[config.mk]
export PLATFORM = sky130hd
export DESIGN_NAME = bus_arbiter_rr_flat
export DESIGN_NICKNAME = d
export VERILOG_FILES = /design/src/rtl/bus_arbiter_rr_if.sv /design/src/rtl/bus_arbiter_rr.sv /design/src/flat_wrapper.sv
export SDC_FILE = /design/constraint.sdc
export NUM_CORES = 1
export LEC_CHECK = 0
export CELL_PAD_IN_SITES_DETAIL_PLACEMENT = 2
export CELL_PAD_IN_SITES_GLOBAL_PLACEMENT = 2
export CORE_MARGIN = 2
export CORE_UTILIZATION = 34
export DETAILED_ROUTE_END_ITERATION = 7
export HOLD_SLACK_MARGIN = 0.12
export PLACE_DENSITY_LB_ADDON = 0.1
export SETUP_SLACK_MARGIN = 0.4
export SLEW_MARGIN = 20
export SYNTH_ARGS = -nofsm -noshare
export SYNTH_HDL_FRONTEND = slang
export SYNTH_SLANG_ARGS = --single-unit
[constraint.sdc]
create_clock -name clk -period 7.11 [get_ports clk]
set_clock_uncertainty 0.1 [all_clocks]
set_input_delay 1.0665 -clock clk [delete_from_list [all_inputs] [get_ports clk]]
set_output_delay 1.0665 -clock clk [all_outputs]
set_load 0.01 [all_outputs]
[src/rtl/bus_arbiter_rr_if.sv]
// Shared-bus request/grant bundle between the bus masters and the round-robin arbiter.
// Ports: bus_req/bus_rd/bus_wr driven by the masters; bus_ack/bus_owner/bus_busy driven by the arbiter.
// Modports: master = requester side, slave = arbiter side.
interface bus_arbiter_rr_if #(
  parameter int NREQ    = 8,
  parameter int OWNER_W = 3
);
  logic [NREQ-1:0]    bus_req;
  logic               bus_rd;
  logic               bus_wr;
  logic [NREQ-1:0]    bus_ack;
  logic [OWNER_W-1:0] bus_owner;
  logic               bus_busy;

  modport master (
    output bus_req, bus_rd, bus_wr,
    input  bus_ack, bus_owner, bus_busy
  );

  modport slave (
    input  bus_req, bus_rd, bus_wr,
    output bus_ack, bus_owner, bus_busy
  );
endinterface

[src/rtl/bus_arbiter_rr.sv]
// Purpose: round-robin owner arbiter for the wired-OR system bus, one-hot registered grant.
// Latency: request sampled in IDLE -> ack 1 cycle later; ack fall -> next ack rise >= 2 cycles.
// Backpressure: owner keeps the bus while its request is held; others wait (optionally preempted
//   after MAX_HOLD cycles when BUS_ARB_TIMEOUT_EN is defined and the bus is idle).
// Ports: clk, Nrst (async active-low), bus (slave modport: bus_req, bus_rd, bus_wr in;
//   bus_ack, bus_owner, bus_busy out).
module bus_arbiter_rr #(
  parameter int NREQ     = 8,
  parameter int OWNER_W  = 3,
  parameter int MAX_HOLD = 64
) (
  input  logic              clk,
  input  logic              Nrst,
  bus_arbiter_rr_if.slave   bus
);

  localparam logic [1:0] ST_IDLE  = 2'b00;
  localparam logic [1:0] ST_OWNED = 2'b01;
  localparam logic [1:0] ST_TURN  = 2'b10;

  logic [1:0]         state;
  logic [NREQ-1:0]    ack_q;
  logic [OWNER_W-1:0] owner_q;
  logic [OWNER_W-1:0] last_owner;
  logic [OWNER_W-1:0] winner;
  logic               force_rel;

  // Round-robin search: rotate the request vector so index last_owner+1 lands at
  // bit 0, take the lowest set bit, then rotate the index back.
  logic [NREQ-1:0] rot;
  int              shamt;
  int              pick;
  logic            found;

  always_comb begin
    shamt  = int'(last_owner) + 1;
    rot    = NREQ'({bus.bus_req, bus.bus_req} >> shamt);
    found  = 1'b0;
    pick   = 0;
    for (int i = 0; i < NREQ; i++) begin
      if (!found && rot[i]) begin
        found = 1'b1;
        pick  = i;
      end
    end
    pick = pick + shamt;
    if (pick >= NREQ) begin
      pick = pick - NREQ;
    end
    winner = OWNER_W'(pick);
  end

`ifdef BUS_ARB_TIMEOUT_EN
  localparam int HOLD_W = $clog2(MAX_HOLD + 1);

  logic [HOLD_W-1:0] hold_cnt;
  logic              other_req;

  assign other_req = |(bus.bus_req & ~ack_q);
  // Preemption only between transactions, so an in-flight rd/wr is never cut.
  assign force_rel = (state == ST_OWNED) && (hold_cnt == HOLD_W'(MAX_HOLD)) &&
                     other_req && !bus.bus_rd && !bus.bus_wr;

  always_ff @(posedge clk or negedge Nrst) begin
    if (!Nrst) begin
      hold_cnt <= '0;
    end else if (state == ST_IDLE && (|bus.bus_req)) begin
      hold_cnt <= '0;
    end else if (state == ST_OWNED && hold_cnt != HOLD_W'(MAX_HOLD)) begin
      hold_cnt <= hold_cnt + 1'b1;
    end
  end
`else
  // Without the timeout the owner keeps the bus indefinitely; strobes are not needed.
  localparam int unused_max_hold = MAX_HOLD;
  logic unused_strobes;
  assign unused_strobes = bus.bus_rd ^ bus.bus_wr;
  assign force_rel      = 1'b0;
`endif

  always_ff @(posedge clk or negedge Nrst) begin
    if (!Nrst) begin
      state      <= ST_IDLE;
      ack_q      <= '0;
      owner_q    <= '0;
      last_owner <= OWNER_W'(NREQ - 1);  // requester 0 wins first after reset
    end else begin
      case (state)
        ST_IDLE: begin
          if (|bus.bus_req) begin
            ack_q      <= {{(NREQ-1){1'b0}}, 1'b1} << winner;
            owner_q    <= winner;
            last_owner <= winner;
            state      <= ST_OWNED;
          end
        end
        ST_OWNED: begin
          if (!bus.bus_req[owner_q] || force_rel) begin
            ack_q <= '0;
            state <= ST_TURN;
          end
        end
        ST_TURN: begin
          // Dead cycle: the bus OR-tree drains before anyone else is granted.
          state <= ST_IDLE;
        end
        default: begin
          ack_q <= '0;
          state <= ST_IDLE;
        end
      endcase
    end
  end

  assign bus.bus_ack   = ack_q;
  assign bus.bus_owner = owner_q;
  assign bus.bus_busy  = |ack_q;

endmodule

[src/flat_wrapper.sv]
// flat-port wrapper written by rule: the top's interface ports become plain ports
module bus_arbiter_rr_flat 
#(
  parameter int NREQ     = 8,
  parameter int OWNER_W  = 3,
  parameter int MAX_HOLD = 64
)
  (clk, Nrst, bus_bus_req, bus_bus_rd, bus_bus_wr, bus_bus_ack, bus_bus_owner, bus_bus_busy);
  bus_arbiter_rr_if #(.NREQ(NREQ), .OWNER_W(OWNER_W)) bus_i ();
  input  logic clk;
  input  logic Nrst;
  input wire logic [$bits(bus_i.bus_req)-1:0] bus_bus_req;
  input wire logic [$bits(bus_i.bus_rd)-1:0] bus_bus_rd;
  input wire logic [$bits(bus_i.bus_wr)-1:0] bus_bus_wr;
  output wire logic [$bits(bus_i.bus_ack)-1:0] bus_bus_ack;
  output wire logic [$bits(bus_i.bus_owner)-1:0] bus_bus_owner;
  output wire logic [$bits(bus_i.bus_busy)-1:0] bus_bus_busy;
  assign bus_i.bus_req = bus_bus_req;
  assign bus_i.bus_rd = bus_bus_rd;
  assign bus_i.bus_wr = bus_bus_wr;
  assign bus_bus_ack = bus_i.bus_ack;
  assign bus_bus_owner = bus_i.bus_owner;
  assign bus_bus_busy = bus_i.bus_busy;
  bus_arbiter_rr #(.NREQ(NREQ), .OWNER_W(OWNER_W), .MAX_HOLD(MAX_HOLD)) u_core (.clk(clk), .Nrst(Nrst), .bus(bus_i));
endmodule
After elaboration in Yosys (flattened, before gate mapping)
Index checks and enable logic that the tools add are counted.
W data, S select, Z words.
{"block": "totals", "input_bits": 12, "out_inout_bits": 12, "register_bits": 16, "elab_cells": 59}
{"block": "op_classes", "add_sub_neg": 3, "n_lt_le_gt_ge": 2, "eq_ne": 4, "n_mux": 23, "bitwise_logic": 1, "shift": 2, "n_reduce_logical": 20}
{"operator": "$mux W32", "count": 6}
{"operator": "$add A32 B5 Y32", "count": 1}
{"operator": "$ge A32 B5 Y1 const B", "count": 1}
{"operator": "$shr A16 B32 Y8", "count": 1}
{"operator": "$pmux W8 S3", "count": 1}
{"operator": "$mux W8", "count": 2}
{"operator": "$reduce_or A8 Y1", "count": 2}
{"operator": "$mux W1", "count": 9}
{"operator": "$shl A1 B3 Y8 const A", "count": 1}
{"operator": "$logic_and A1 B1 Y1", "count": 7}
{"operator": "$logic_not A1 Y1", "count": 7}
{"operator": "$add A3 B1 Y4 const B", "count": 1}
{"operator": "$lt A3 B4 Y1 const B", "count": 1}
{"operator": "$mux W2", "count": 2}
{"operator": "$pmux W2 S2", "count": 1}
{"operator": "$reduce_and A2 Y1", "count": 2}
{"operator": "$bmux W1 S3", "count": 1}
{"operator": "$mux W3", "count": 1}
{"operator": "$reduce_and A3 Y1", "count": 1}
{"operator": "$sub A3 B1 Y3 const B", "count": 1}
{"operator": "$eq A2 B1 Y1 const B", "count": 1}
{"operator": "$eq A2 B2 Y1 const B", "count": 1}
{"operator": "$logic_not A2 Y1", "count": 1}
{"operator": "$ne A2 B1 Y1 const B", "count": 1}
{"operator": "2 further kinds", "count": 2}

Longest topological paths before layout
Gate-level depths: netlist of run 1.
{"block": "logic_depth", "ltp_word": 30, "ltp_mapped": 15, "mapped_depth_nobuf": 13}

Worst setup path before layout of run 1
OpenSTA, ideal clock, no wires.
{"block": "synth_timing", "kind": "input to register", "from": "in bus_bus_req[2]", "to": "reg u_core.ack_q[4], in the netlist u_core.bus.bus_ack[4]", "required_time_ns": 6.942, "path_buffers": 1, "stages": 12, "setup_time_ns": 0.068, "setup_slack_ns": 3.219, "arrival_time_ns": 3.723, "path_cell_list": "clkbuf_1 > nor4b_1 > a211oi_1 > a22oi_1 > nor2b_1 > o221ai_1 > a22o_1 > fa_1 > xor2_1 > xnor2_1 > xor2_2 > a32o_1"}
{"block": "synth_between", "elab_chain_cells": 29, "word_cells_on_any_way": 42, "cone_classes": "2 x add/sub; 1 x order compare; 2 x eq/ne; 2 x shift; 19 x mux; 16 x reduce/logical"}
{"element": "start: declaration", "line_no": "flat_wrapper.sv:12", "text": "input wire logic [$bits(bus_i.bus_req)-1:0] bus_bus_req;"}
{"element": "$shr A16 B32 Y8", "line_no": "bus_arbiter_rr.sv:37", "text": "rot = NREQ'({bus.bus_req, bus.bus_req} >> shamt);"}
{"element": "$mux W1", "line_no": "bus_arbiter_rr.sv:41", "text": "if (!found && rot[i]) begin"}
{"element": "$logic_not A1 Y1", "line_no": "bus_arbiter_rr.sv:41"}
{"element": "$logic_and A1 B1 Y1", "line_no": "bus_arbiter_rr.sv:41"}
{"element": "$mux W1", "line_no": "bus_arbiter_rr.sv:41"}
{"element": "$logic_not A1 Y1", "line_no": "bus_arbiter_rr.sv:41"}
{"element": "$logic_and A1 B1 Y1", "line_no": "bus_arbiter_rr.sv:41"}
{"element": "$mux W1", "line_no": "bus_arbiter_rr.sv:41"}
{"element": "[... 13 more ...]"}
{"element": "$logic_and A1 B1 Y1", "line_no": "bus_arbiter_rr.sv:41"}
{"element": "$mux W32", "line_no": "bus_arbiter_rr.sv:41"}
{"element": "$add A32 B5 Y32", "line_no": "bus_arbiter_rr.sv:46", "text": "pick = pick + shamt;"}
{"element": "$ge A32 B5 Y1 / $sub A3 B1 Y3 (equally long branches)", "line_no": "bus_arbiter_rr.sv:47, bus_arbiter_rr.sv:48"}
{"element": "$mux W3", "line_no": "bus_arbiter_rr.sv:47", "text": "if (pick >= NREQ) begin"}
{"element": "$shl A1 B3 Y8", "line_no": "bus_arbiter_rr.sv:91", "text": "ack_q <= {{(NREQ-1){1'b0}}, 1'b1} << winner;"}
{"element": "$mux W8", "line_no": "bus_arbiter_rr.sv:90", "text": "if (|bus.bus_req) begin"}
{"element": "$pmux W8 S3", "line_no": "bus_arbiter_rr.sv:88", "text": "case (state)"}
{"element": "end signal: assignment", "line_no": "bus_arbiter_rr.sv:91"}
{"element": "end: declaration", "line_no": "bus_arbiter_rr.sv:22", "text": "logic [NREQ-1:0] ack_q;"}
Parallel ways exist; a longest one is shown, timed or not. The select of a mux whose other input is x is not followed.
A chain may end at the register's enable or synchronous reset.

Final worst setup path of run 1
{"block": "layout_timing", "from": "in bus_bus_req[5]", "to": "reg u_core.ack_q[0], in the netlist u_core.bus.bus_ack[0]"}
The elaborated chain is that of the path after synthesis.

==> results.yml, run 1 <==
status:
  status: "finished, final reports clean"
timing:
  post-route-min-period_ns: 4.91
  slew_headroom_pct: 33.5
  final_hold_viol_count: 0
  finalSetupViolations: 0
  clock.fmax_mhz: 203
  worst_slew_pin_slew_ns: 0.991
  final.setup.tns_ns: 0
  rsz0062_at_grt: "no"
  period_share_pct: 69.1
  slew_violations: 0
global_routing:
  grt_pass1_vias: 1501
  gr-usage-all-layers_pct: 20.1
  grt_overflow_total: 0
  grt_pass1_wl_mm: 7.89
  grt_max_degree: 29
  grt_antenna_before_repair: 0
placed_design:
  portBuffers: 21
  globalplace.congestion: 0.780
  place_area_um2: 1660
  dp_hpwl_mm: 3.40
yosys:
  netlist.top_cell.by_area: "dfrtp_1"
  synth_cell_types: 55
  synth-seq-cells: 16
  synthTopCellsByArea: "dfrtp_1 22%, mux4_2 6.1%, dfstp_2 5.4%, nor2_1 3.8%, nand2_1 3.6%"
  synth-edff-count: 0
  ys_seq_area_share_pct: 27.5
  synth_most_common_cell: "nor2_1"
  syn-num-nets: 184
  synth_flop_cell: "dfrtp_1"
  synth.top_cell.area_share_pct: 22.1
  syn_area_um2: 1470
  avgSynthCellArea_um2: 8.70
  ys_warn_count: 0
  synthArstFlopShare_pct: 100
  syn-instance-count: 169
  synth_commonest_cells: "15 x nor2_1, 14 x nand2_1, 13 x dfrtp_1"
cells_and_area:
  finalNetCount: 195
  diodes: 0
  layout.area.seq_um2: 404
  stdcell_area_um2: 1710
  multiInputGateArea_um2: 948
  n_fill_cell: 467
  areaGrowthSynthToFinish_pct: 16.6
  drive_gt1_share_pct: 10.6
drt:
  wl_mm: 4.60
  first_pass_iters: 4
  routedWlPerCell_um: 20.1
  drc: 0
  via_per_inst: 6.10
  drt_first_iter_violations: 74
  vias: 1398
  drtAntennaViolNets: 0
floorplan:
  row_count: 23
  coreArea_um2: 4090
  fp.dieH_um: 69.8
  die-area_um2: 4870
  ioPinCount: 24
  die_x_um: 69.8
  start_util_pct: 36.0
clock_tree:
  hold_buffers: 0
  cts_setup_buffers: 0
  cts.clk_slew.worst_paths_ns: 0.06
  clockBufferDepth: 2
  clock-sinks: 16
  cts_tree: "done"
  clock-root-buffer: "clkbuf_8"
  htreeDepth: 1
  postCtsResizedCells: 0
  cts_made_buffers: 3
  clock_latency_ns: 0.25
pwr:
  p_leak_nw: 0.657
  cellInternalPower_w: 0.000432
  power_frac_clock_pct: 9.0
  power_switching_w: 0.000464
  p_per_area_nw_per_um2: 523
  p_comb_share_pct: 66.5
  pwr-share-seq_pct: 24.5
  swShare_pct: 51.7
  ir_drop_mv: 0.199
flow_run:
  drv_cap: 0
critical_path:
  worst-path-max-fanout: 10
  cp.required_ns: 7.11
  arrival_ns: 4.92
  cp-end-kind: "flop"
  startpoint_type: "input port"
  crit_type: "in -> reg"
  reg2reg_depth: 13
min_path:
  whs_path_depth: 1
  hold_path.class: "reg -> reg"
[layer usage]
metal | wire length, um | share of wire, % | up-vias | GRT usage (%)
met5 | 0 | 0 | - | 0
met4 | 0 | 0 | 0 | 2.56
met3 | 94 | 2.0 | 0 | 3.20
met2 | 2220 | 48 | 22 | 33.0
met1 | 2290 | 50 | 715 | 28.6
li1 | - | - | 661 | -
[power groups by stage]
stage	clock [W]	sequential [W]	combinational (W)
after floorplan	0	0.000164	0.000484
after global placement	0	0.000216	0.000570
final	0.0000805	0.000220	0.000596
after CTS	0.0000833	0.000220	0.000601
after global routing	0.0000907	0.000231	0.000660
after detailed placement	0	0.000222	0.000596
[layout by cell type (no fill, tap or decap), types with 3 or more instances in the layout]
cell type / count
a211oi_1: 4
a21oi_1: 10
a22o_1: 4
clkbuf_8: 4
clkdlybuf4s50_1: 21
dfrtp_1: 13
dfstp_2: 3
inv_1: 8
mux2_2: 3
mux2i_1: 5
mux4_2: 4
nand2_1: 14
nor2_1: 15
nor2b_1: 4
nor3_1: 7
nor3b_1: 3
o21ai_0: 7
o221ai_1: 4
o22ai_1: 4
[stage by stage]
step | utilization (%) | hold slack, ns | instances | setup slack [ns] | power (W)
3_5_place_dp | 40.6 | 0.405 | 225 | 1.92 | 0.000817
6_report | 41.9 | 0.411 | 229 | 2.20 | 0.000896
2_1_floorplan | - | 0.364 | 169 | 3.22 | 0.000647
3_3_place_gp | 40.6 | 0.386 | 225 | 2.05 | 0.000786
5_1_grt | 41.9 | 0.448 | 229 | 1.85 | 0.000982
4_1_cts | 41.9 | 0.414 | 229 | 2.19 | 0.000904
[logic make-up (layout without fill, tap and decap cells)]
kind of cell | count (synthesis) | in the layout | synth area share, %
buffers and inverters | 24 | 34 | 8.00
AOI/OAI and AO/OA | 53 | 53 | 26.6
and+or+nand+nor | 58 | 58 | 20.8
adders and majority gates | 3 | 3 | 3.06
xor gates and xnor gates | 3 | 3 | 2.30
DFF | 16 | 16 | 27.5
muxes | 12 | 12 | 11.8
[registers in the layout (all words and copies together) (netlist names)]
register,flops
u_core.state,2
u_core.bus.bus_owner,3
u_core.last_owner,3
u_core.bus.bus_ack,8
[critical path: stages]
cell and delay (ns):
clkdlybuf4s50_1 0.58, nor2b_1 0.23, nor3_1 0.55, a22oi_1 0.24
a21oi_1 0.19, o211ai_1 0.11, o221ai_1 0.24, ha_1 0.20
inv_1 0.05, fa_1 0.37, xor2_1 0.18, xnor2_1 0.23
xor2_2 0.48, o21ai_0 0.20
[worst paths after layout]
kind                                           end            startpoint  slack, ns
hold / removal                     u_core.state[1]       u_core.state[1]       0.41
setup / recovery             u_core.bus.bus_ack[0]        bus_bus_req[5]       2.20
min in group asynchronous    u_core.bus.bus_ack[4]                  Nrst       1.15
setup reg to reg             u_core.bus.bus_ack[0]  u_core.last_owner[0]       2.82
max in group asynchronous  u_core.bus.bus_owner[2]                  Nrst       5.29
hold reg to reg                    u_core.state[1]       u_core.state[1]       0.41
[cell type report]
class                           instances  area share (%)
Multi-Input combinational cell        129            55.3
Timing Repair Buffer                   21            12.3
Sequential cell                        16            23.6
Inverter                                9            1.97
Clock buffer                            4            3.21
Tap cell                               50            3.65
(Power assumes the default switching activity.)
==> inputs of run 2 (changes only) <==
--- a/config.mk
+++ b/config.mk
@@ -8,7 +8,7 @@
 export CELL_PAD_IN_SITES_DETAIL_PLACEMENT = 2
 export CELL_PAD_IN_SITES_GLOBAL_PLACEMENT = 2
 export CORE_MARGIN = 2
-export CORE_UTILIZATION = 34
+export CORE_UTILIZATION = 32
 export DETAILED_ROUTE_END_ITERATION = 7
 export HOLD_SLACK_MARGIN = 0.12
 export PLACE_DENSITY_LB_ADDON = 0.1
==> constraint.sdc (replaced) <==
create_clock -name clk -period 5 [get_ports clk]
set_clock_uncertainty 0.1 [all_clocks]
set_input_delay 0.75 -clock clk [delete_from_list [all_inputs] [get_ports clk]]
set_output_delay 0.75 -clock clk [all_outputs]
set_load 0.01 [all_outputs]
==> run 2 against run 1 <==
  * Cell count is 3.1% higher
  * Sequential power is 42% higher
  * Critical path type unchanged
  * Hold slack better by 0.0040 ns
  * Core utilization is 1.4 points lower
  * Final area is 3.7% higher
  * Combinational power is 49% higher
  * First-iteration DRC count is 28% higher
  * Critical endpoint is now u_core.bus.bus_ack[3]
  * Global-route usage is 0.19 points higher
  * Largest cell class unchanged
  * Power is 47% higher
  * Die area is 5.9% higher
  * Via count is 2.3% higher
==> results.yml, run 2 (synthesized netlist as in run 1, its figures left out) <==
status:
  status: "finished, final reports clean"
timing:
  period_share_pct: 87.3
  clock.fmax_mhz: 229
  final.setup.tns_ns: 0
  slew_headroom_pct: 34.1
  worst_slew_pin_slew_ns: 0.982
  slew_violations: 0
  finalSetupViolations: 0
  whs_ns: 0.415
  post-route-min-period_ns: 4.36
  rsz0062_at_grt: "no"
  final_hold_viol_count: 0
pwr:
  cellInternalPower_w: 0.000649
  p_comb_share_pct: 67.5
  power_switching_w: 0.000669
  power_frac_clock_pct: 8.8
  p_per_area_nw_per_um2: 742
  swShare_pct: 50.8
  pwr-share-seq_pct: 23.7
  p_leak_nw: 0.695
  ir_drop_mv: 0.264
cells_and_area:
  layout_common_cells: "20 x clkdlybuf4s50_1, 15 x nor2_1, 14 x nand2_1"
  final_cells: 236
  layout_commonest_cell: "clkdlybuf4s50_1"
  areaGrowthSynthToFinish_pct: 20.9
  largest_reg_flops: 8
  diodes: 0
  drive_gt1_share_pct: 14.7
  n_fill_cell: 501
  finalNetCount: 200
drt:
  drt_first_iter_violations: 95
  routedWlPerCell_um: 20.6
  first_pass_iters: 4
  drc: 0
  drtAntennaViolNets: 0
  wl_mm: 4.87
  vias: 1430
  via_per_inst: 6.06
critical_path:
  r2r_end: "u_core.bus.bus_ack[3]"
  worst-path-max-fanout: 10
  crit_type: "in -> reg"
  cp-end-kind: "flop"
  r2r-start: "u_core.last_owner[0]"
  cp.required_ns: 5.05
  rrSetupSlack_ns: 0.66
  startpoint_type: "input port"
  arrival_ns: 4.41
  reg2reg_depth: 13
floorplan:
  die-area_um2: 5150
  row_count: 24
  die_x_um: 71.8
  start_util_pct: 33.5
  ioPinCount: 24
  fp.dieH_um: 71.8
  coreArea_um2: 4380
clock_tree:
  clockBufferDepth: 2
  hold_buffers: 0
  cts.clk_slew.worst_paths_ns: 0.06
  cts_setup_buffers: 0
  clock-sinks: 16
  clock_latency_ns: 0.25
  cts_tree: "done"
  htreeDepth: 1
  clock-root-buffer: "clkbuf_8"
  cts_made_buffers: 3
min_path:
  min-delay-start: "u_core.state[1]"
  holdPathEnd: "u_core.state[1]"
  whs_path_depth: 1
  hold_path.class: "reg -> reg"
flow_run:
  drv_cap: 0
placed_design:
  globalplace.congestion: 0.786
  dp_cells: 232
  portBuffers: 21
  dp_hpwl_mm: 3.53
global_routing:
  gr-usage-all-layers_pct: 20.3
  grt_max_degree: 29
  grt_pass1_wl_mm: 8.14
  grt_overflow_total: 0
  grt_pass1_vias: 1550
  grt_antenna_before_repair: 0
[run 2: cell count changes in the layout (fill, tap and decap cells not counted), sizes merged]
cell and change:
buf +5, clkdlybuf4s50 -1, dlymetal6s2s +1
[run 2: area by class of cell]
type,instances,area [um^2],share of cell area [%]
Multi-Input combinational cell,129,970,54.5
Clock buffer,4,55.1,3.10
Sequential cell,16,404,22.7
Inverter,9,33.8,1.90
Tap cell,52,65.1,3.66
Timing Repair Buffer,26,250,14.1
[run 2: power groups by stage]
stage	registers [W]	clock network, W	logic, W
after floorplan	0.000233	0	0.000688
after global routing	0.000327	0.000126	0.000996
final	0.000313	0.000116	0.000890
after CTS	0.000310	0.000119	0.000900
after detailed placement	0.000312	0	0.000886
after global placement	0.000305	0	0.000848
[run 2: repair_timing]
item | in CTS | in global routing
setup endpoints to repair | 0 | 10
gates resized for setup | 0 | 5
hold endpoints to repair | 0 | 0
[run 2: per-stage QoR]
stage                     worst slack (ns)  power (W)  util (%)  instance area [um^2]
after floorplan                       1.43   0.000921         -                  1470
after global placement               0.524    0.00115      38.8                  1700
after detailed placement             0.203    0.00120      38.8                  1700
after CTS                            0.484    0.00133      40.0                  1750
after global routing                 0.433    0.00145      40.6                  1780
final                                0.636    0.00132      40.6                  1780
[run 2: worst max path at each step]
stage                         start                    end  slack [ns]  depth (start not counted)
3_3_place_gp         bus_bus_req[5]  u_core.bus.bus_ack[3]        0.52                         15
5_1_grt        u_core.last_owner[0]  u_core.bus.bus_ack[2]        0.43                         13
4_1_cts              bus_bus_req[2]  u_core.bus.bus_ack[3]        0.48                         14
2_1_floorplan        bus_bus_req[2]  u_core.bus.bus_ack[4]        1.43                         12
6_report             bus_bus_req[3]  u_core.bus.bus_ack[3]        0.64                         15
3_5_place_dp         bus_bus_req[2]  u_core.bus.bus_ack[3]        0.20                         14
[run 2: layer usage]
| layer | wire [um] | global-route usage (%) | vias up | part of all wire, % |
|---|---|---|---|---|
| met1 | 2110 | 26.5 | 728 | 43 |
| met3 | 96 | 1.69 | 6 | 2.0 |
| met5 | 0 | 0 | - | 0 |
| met4 | 75 | 6.29 | 0 | 1.5 |
| met2 | 2580 | 35.5 | 19 | 53 |
| li1 | - | - | 677 | - |
[run 2: worst max-delay path, stage by stage]
cell	delay, ns
clkdlybuf4s50_1	0.54
mux2i_1	0.27
nor3b_4	0.29
a22oi_1	0.16
a21oi_1	0.23
o211ai_1	0.13
o221ai_1	0.32
ha_1	0.23
inv_1	0.06
fa_1	0.37
xor2_1	0.18
xnor2_1	0.27
xor2_2	0.10
buf_4	0.19
o41ai_2	0.32
